[src/rtl/mult32_seq_ctrl_pkg.sv]
// rtl/mult32_seq_ctrl_pkg.sv - shared widths, state encoding and helpers for the sequential multiplier
package mult32_seq_ctrl_pkg;

  localparam int WIDTH = 32;
  localparam int CNT_W = 5;
  localparam int ITER  = 32;

  typedef enum logic [2:0] {
    S_IDLE = 3'd0,
    S_PREP = 3'd1,
    S_RUN  = 3'd2,
    S_FIX  = 3'd3,
    S_DONE = 3'd4
  } state_e;

  // Magnitude of a two's-complement word; the most negative value maps to itself, read as unsigned.
  function automatic logic [WIDTH-1:0] abs_val(input logic [WIDTH-1:0] v);
    return v[WIDTH-1] ? (~v + {{(WIDTH-1){1'b0}}, 1'b1}) : v;
  endfunction

endpackage

[src/rtl/mult32_seq_ctrl_dp.sv]
// rtl/mult32_seq_ctrl_dp.sv - operand, multiplier and accumulator registers with one shift-add stage
module mult32_seq_ctrl_dp
  import mult32_seq_ctrl_pkg::*;
(
  input  logic               clk,
  input  logic               rst_n,
  input  logic               load_i,
  input  logic               prep_i,
  input  logic               run_i,
  input  logic [WIDTH-1:0]   a_i,
  input  logic [WIDTH-1:0]   b_i,
  input  logic               signed_i,
  output logic [2*WIDTH-1:0] prod_o
);

  logic [WIDTH-1:0]   mcand_q, mplier_q, acc_q;
  logic               sgn_q, neg_q;
  logic [WIDTH-1:0]   pp;
  logic [WIDTH:0]     sum;
  logic [2*WIDTH-1:0] raw;

  always_comb begin
    pp     = mcand_q & {WIDTH{mplier_q[0]}};
    sum    = {1'b0, acc_q} + {1'b0, pp};
    raw    = {acc_q, mplier_q};
    prod_o = neg_q ? (~raw + {{(2*WIDTH-1){1'b0}}, 1'b1}) : raw;
  end

  always_ff @(posedge clk or negedge rst_n) begin
    if (!rst_n) begin
      mcand_q  <= '0;
      mplier_q <= '0;
      acc_q    <= '0;
      sgn_q    <= 1'b0;
      neg_q    <= 1'b0;
    end else if (load_i) begin
      mcand_q  <= a_i;
      mplier_q <= b_i;
      sgn_q    <= signed_i;
      acc_q    <= '0;
      neg_q    <= 1'b0;
    end else if (prep_i) begin
      acc_q <= '0;
      if (sgn_q) begin
        mcand_q  <= abs_val(mcand_q);
        mplier_q <= abs_val(mplier_q);
        neg_q    <= mcand_q[WIDTH-1] ^ mplier_q[WIDTH-1];
      end
    end else if (run_i) begin
      // Carry-out and sum shift right together; the bit leaving the sum enters the multiplier top.
      acc_q    <= sum[WIDTH:1];
      mplier_q <= {sum[0], mplier_q[WIDTH-1:1]};
    end
  end

endmodule

[src/rtl/mult32_seq_ctrl.sv]
// rtl/mult32_seq_ctrl.sv - sequential 32x32 signed/unsigned multiplier with start/busy/done handshake
module mult32_seq_ctrl
  import mult32_seq_ctrl_pkg::*;
(
  input  logic             clk,
  input  logic             rst_n,
  input  logic             start_i,
  input  logic             signed_i,
  input  logic [WIDTH-1:0] a_i,
  input  logic [WIDTH-1:0] b_i,
  output logic             busy_o,
  output logic             done_o,
  output logic [WIDTH-1:0] hi_o,
  output logic [WIDTH-1:0] lo_o
);

  state_e             state_q, state_d;
  logic [CNT_W-1:0]   cnt_q, cnt_d;
  logic [WIDTH-1:0]   hi_q, hi_d, lo_q, lo_d;
  logic               load, prep, run;
  logic [2*WIDTH-1:0] prod;

  mult32_seq_ctrl_dp u_dp (
    .clk      (clk),
    .rst_n    (rst_n),
    .load_i   (load),
    .prep_i   (prep),
    .run_i    (run),
    .a_i      (a_i),
    .b_i      (b_i),
    .signed_i (signed_i),
    .prod_o   (prod)
  );

  always_comb begin
    state_d = state_q;
    cnt_d   = cnt_q;
    hi_d    = hi_q;
    lo_d    = lo_q;
    load    = 1'b0;
    prep    = 1'b0;
    run     = 1'b0;
    unique case (state_q)
      S_IDLE, S_DONE: begin
        if (start_i) begin
          load    = 1'b1;
          state_d = S_PREP;
        end else begin
          state_d = S_IDLE;
        end
      end
      S_PREP: begin
        prep    = 1'b1;
        cnt_d   = '0;
        state_d = S_RUN;
      end
      S_RUN: begin
        run   = 1'b1;
        cnt_d = cnt_q + 1'b1;
        if (cnt_q == CNT_W'(ITER - 1)) state_d = S_FIX;
      end
      S_FIX: begin
        {hi_d, lo_d} = prod;
        state_d      = S_DONE;
      end
      default: state_d = S_IDLE;
    endcase
  end

  always_ff @(posedge clk or negedge rst_n) begin
    if (!rst_n) begin
      state_q <= S_IDLE;
      cnt_q   <= '0;
      hi_q    <= '0;
      lo_q    <= '0;
    end else begin
      state_q <= state_d;
      cnt_q   <= cnt_d;
      hi_q    <= hi_d;
      lo_q    <= lo_d;
    end
  end

  assign busy_o = (state_q == S_PREP) || (state_q == S_RUN) || (state_q == S_FIX);
  assign done_o = (state_q == S_DONE);
  assign hi_o   = hi_q;
  assign lo_o   = lo_q;

endmodule

[config.mk]
export PLATFORM = sky130hd
export DESIGN_NAME = mult32_seq_ctrl
export DESIGN_NICKNAME = d
export VERILOG_FILES = /design/src/rtl/mult32_seq_ctrl_pkg.sv /design/src/rtl/mult32_seq_ctrl_dp.sv /design/src/rtl/mult32_seq_ctrl.sv
export SDC_FILE = /design/constraint.sdc
export NUM_CORES = 1
export LEC_CHECK = 0
export ABC_AREA = 1
export BUFFER_PORTS_ARGS = -buffer_cell sky130_fd_sc_hd__buf_2
export CORE_ASPECT_RATIO = 0.7
export CORE_MARGIN = 2
export CORE_UTILIZATION = 35
export DETAILED_ROUTE_END_ITERATION = 8
export GPL_ROUTABILITY_DRIVEN = 1
export PLACE_DENSITY_LB_ADDON = 0.12
export SETUP_SLACK_MARGIN = 0.3
export SKIP_CTS_REPAIR_TIMING = 1
export SLEW_MARGIN = 30
export SYNTH_ARGS = -nofsm -noshare
export SYNTH_HDL_FRONTEND = slang
export SYNTH_SLANG_ARGS = --single-unit
[constraint.sdc]
create_clock -name clk -period 6.48 [get_ports clk]
set_clock_uncertainty 0.15 [all_clocks]
set_input_delay 1.296 -clock clk [delete_from_list [all_inputs] [get_ports clk]]
set_output_delay 1.296 -clock clk [all_outputs]
set_load 0.02 [all_outputs]
==> summary.md <==
| Metric | Value |
|---|---|
| Synth unique cells | 55 |
| Period utilization | 46.7% |
| Upper clock frequency limit | 331 MHz |
| Total number of vias | 13.5k |
| Gpl congestion | about 0.9 |
| GR Util All Layers | approximately a quarter |
| First-pass GRT wire length | 72900 um |
| Diodes inserted | 0 |
| Die area | 0.0392 mm^2 |
| Final #Nets | approximately 2.2k |
| TritonCTS Buffers | 17 |
| Share of cells above drive strength 1 | roughly an eighth |
| Post-layout util | 39.8% |
| Post-Route WL | ~46000 um |
| Synth Area in Adders | 3.67% |
| Arrival @ worst endpoint | around 3.3 ns |
| Longest Clk Path Bufs | 2 |
| Root Driver | clkbuf_16 |
| Post-Syn Area | 0.0132 mm^2 |
| Worst-margin pin slew | slightly above 0.9 ns |
| Finished Cell Area | 0.0147 mm^2 |
| Worst hold path depth | 2 |
| Synth Area in Compound Gates | 13.6% |
| Clk slew on worst S/H paths | ~0.07 ns |
| Core ar. | 0.0371 mm^2 |
| P_leak | around 7.6 nW |
| Top_reg_cell synth | dfrtp_1 |
| Mapped Nets | 2137 |
| Slew margin rel. | 38.9% |
| Detailed placement HPWL | 35900 um |
| Post-route minimum period | 3.02 ns |
| Largest family of logic cells by synthesized area | simple AND/OR/NAND/NOR gates |
| Hold slack | 0.326 ns |
| DR DRC count | 0 |
| Initial DRC count | 1336 |
| Starting density of the core | about 35% |
| Cell Rows | 59 |
| Average cell area after synthesis | about 6.5 um^2 |
| P&R area growth vs syn | 12.1% |
| Fin cells | 2631 |
| CP Max Fanout | 28 |
| Clock latency on the worst-skew pair | 0.46 ns |
| Commonest non-fill, non-tap cell in the layout | nand2_1 |
| FF-to-FF path depth | 8 |
| Ports | 134 |
| Die width | 236 um |
| CP required | 6.73 ns |
| IO buf count | 133 |
| Grt ovf | 0 |
| Synth Warn # | 0 |
| XOR/XNOR share of the synthesized area | 2.26% |
| RSZ-0062 raised after global routing | no |
| Worst Slack Setup Final | 3.46 ns |
| Worst min path class | reg -> reg |
| Setup WS pre-CTS | 2.96 ns |
| Setup violations, final | 0 |
| Hold Violations, Final | 0 |
| DRT antenna net count | 0 |
| Critical path launch point type | primary input |
| Commonest non-fill, non-tap cells in the layout | nand2_1, nor2_1, inv_1, dfrtp_1, nand3_1 |
| # Max-Cap Violations | 0 |
| Post-Route Setup TNS | 0 ns |
| Power per Cell Area | 515 mW/mm^2 |
| Die H | between 150 and 200 um |
| Vias in the first global route | 12.5k |
| Simple-gate share of the synthesized area | approximately two fifths |
| Largest net degree at the start of global routing | 70 |
| Post-synth EDFFs | 0 |
| Crit end category | flop |
| CTS tree | done |
| Antenna violations before repair | 0 |
| Mux contribution to synthesized area | 0% |
| Wirelength per Cell | 17.6 um |
| Cells after DPL | 2599 |
| Yosys reg bits | 170 |
| Post-Syn Instances | 2031 |
| Average via count per standard cell | 5.14 |
| Worst IR Drop VDD | 0.000258 V |
| Area after DPL | 0.0142 mm^2 |
| Sequential share of the synthesized area | 32.4% |
| Drt pass-1 iters | 6 |
| Status | finished clean |
| CTS H-Tree Depth | 4 |
| Total power | 7.59 mW |
| Final slew viol count | 0 |
| Clk sinks | 170 |
| Crit Path Class | in -> reg |
| Share of flip-flops with an asynchronous set or reset | 100% |
power by group:
group          internal, mW  switching (mW)  leakage, nW
sequential             1.56           0.679         2.08
clock                 0.523           0.461        0.258
combinational          1.40            2.97         5.23
total                  3.48            4.11         7.57
area by class of cell:
type | instances | area [um^2]
repair buffers | 143 | 751
clock buffers | 24 | 482
flip-flops and latches | 170 | 4260
fillers | 4074 | 22300
multi-input cells | 1537 | 7590
clock inverters | 8 | 58.8
inverters | 261 | 987
well taps | 488 | 611
cells by family (layout without fill, tap and decap cells):
| logic type | after synthesis | count (layout) |
|---|---|---|
| AOI/OAI and AO/OA | 293 | 293 |
| and+or+nand+nor | 1172 | 1172 |
| xor gates and xnor gates | 34 | 34 |
| DFF | 170 | 170 |
| adders and majority gates | 38 | 38 |
| buffers and inverters | 324 | 436 |
routing by layer:
layer / part of all wire [%] / vias to the layer above / GRT usage (%)
met5: 0 / - / 0
met3: 7.7 / 38 / 4.40
li1: - / 6740 / -
met1: 53 / 6280 / 39.0
met4: 1.3 / 0 / 5.07
met2: 38 / 470 / 31.2
registers in the layout, summed over array words and instances, names as in the netlist:
name	flops
hi_o	32
u_dp.sgn_q	1
lo_o	32
u_dp.mcand_q	32
u_dp.neg_q	1
u_dp.acc_q	32
state_q	3
cnt_q	5
u_dp.mplier_q	32
worst max-delay path: stages:
cell,delay [ns]
buf_2,0.11
nand2_4,0.22
nand2_4,0.27
nand2_2,0.39
buf_4,0.38
inv_2,0.22
a21oi_1,0.22
nand3_1,0.09
nand2_1,0.07
path summary, 6_finish.rpt:
path | start | end | slack, ns
setup / recovery | start_i | u_dp.mcand_q[23]$_DFFE_PN0P_ | 3.46
max in group asynchronous | rst_n | hi_o[18]$_DFFE_PN0P_ | 4.44
min in group asynchronous | rst_n | lo_o[19]$_DFFE_PN0P_ | 0.63
hold / removal | hi_o[1]$_DFFE_PN0P_ | hi_o[1]$_DFFE_PN0P_ | 0.33
setup reg to reg | u_dp.mplier_q[0]$_DFFE_PN0P_ | u_dp.mplier_q[24]$_DFFE_PN0P_ | 3.61
hold reg to reg | hi_o[1]$_DFFE_PN0P_ | hi_o[1]$_DFFE_PN0P_ | 0.33
Yosys cell counts (5+ instances only):
cell type | number | area share, %
nor2_1 | 253 | 7.2
xor2_1 | 22 | 1.5
inv_1 | 249 | 7.1
buf_6 | 6 | 0.51
dfrtp_1 | 170 | 32
nor2_4 | 8 | 0.69
a21oi_1 | 129 | 4.9
a211oi_2 | 17 | 1.6
nand2_1 | 660 | 19
o21ai_1 | 21 | 0.80
a22oi_1 | 29 | 1.7
nand3_1 | 136 | 5.2
nand2_2 | 9 | 0.43
ha_1 | 37 | 3.5
a31oi_1 | 7 | 0.33
clkbuf_1 | 25 | 0.71
o21ai_0 | 50 | 1.9
nand4_1 | 27 | 1.3
nand3b_1 | 15 | 0.86
o22ai_1 | 13 | 0.62
buf_2 | 29 | 1.1
nor2_2 | 18 | 0.86
inv_2 | 10 | 0.29
and2_1 | 5 | 0.24
xnor2_1 | 12 | 0.80
nor3_1 | 18 | 0.69
Note: power is estimated with default switching activity, not from simulation.
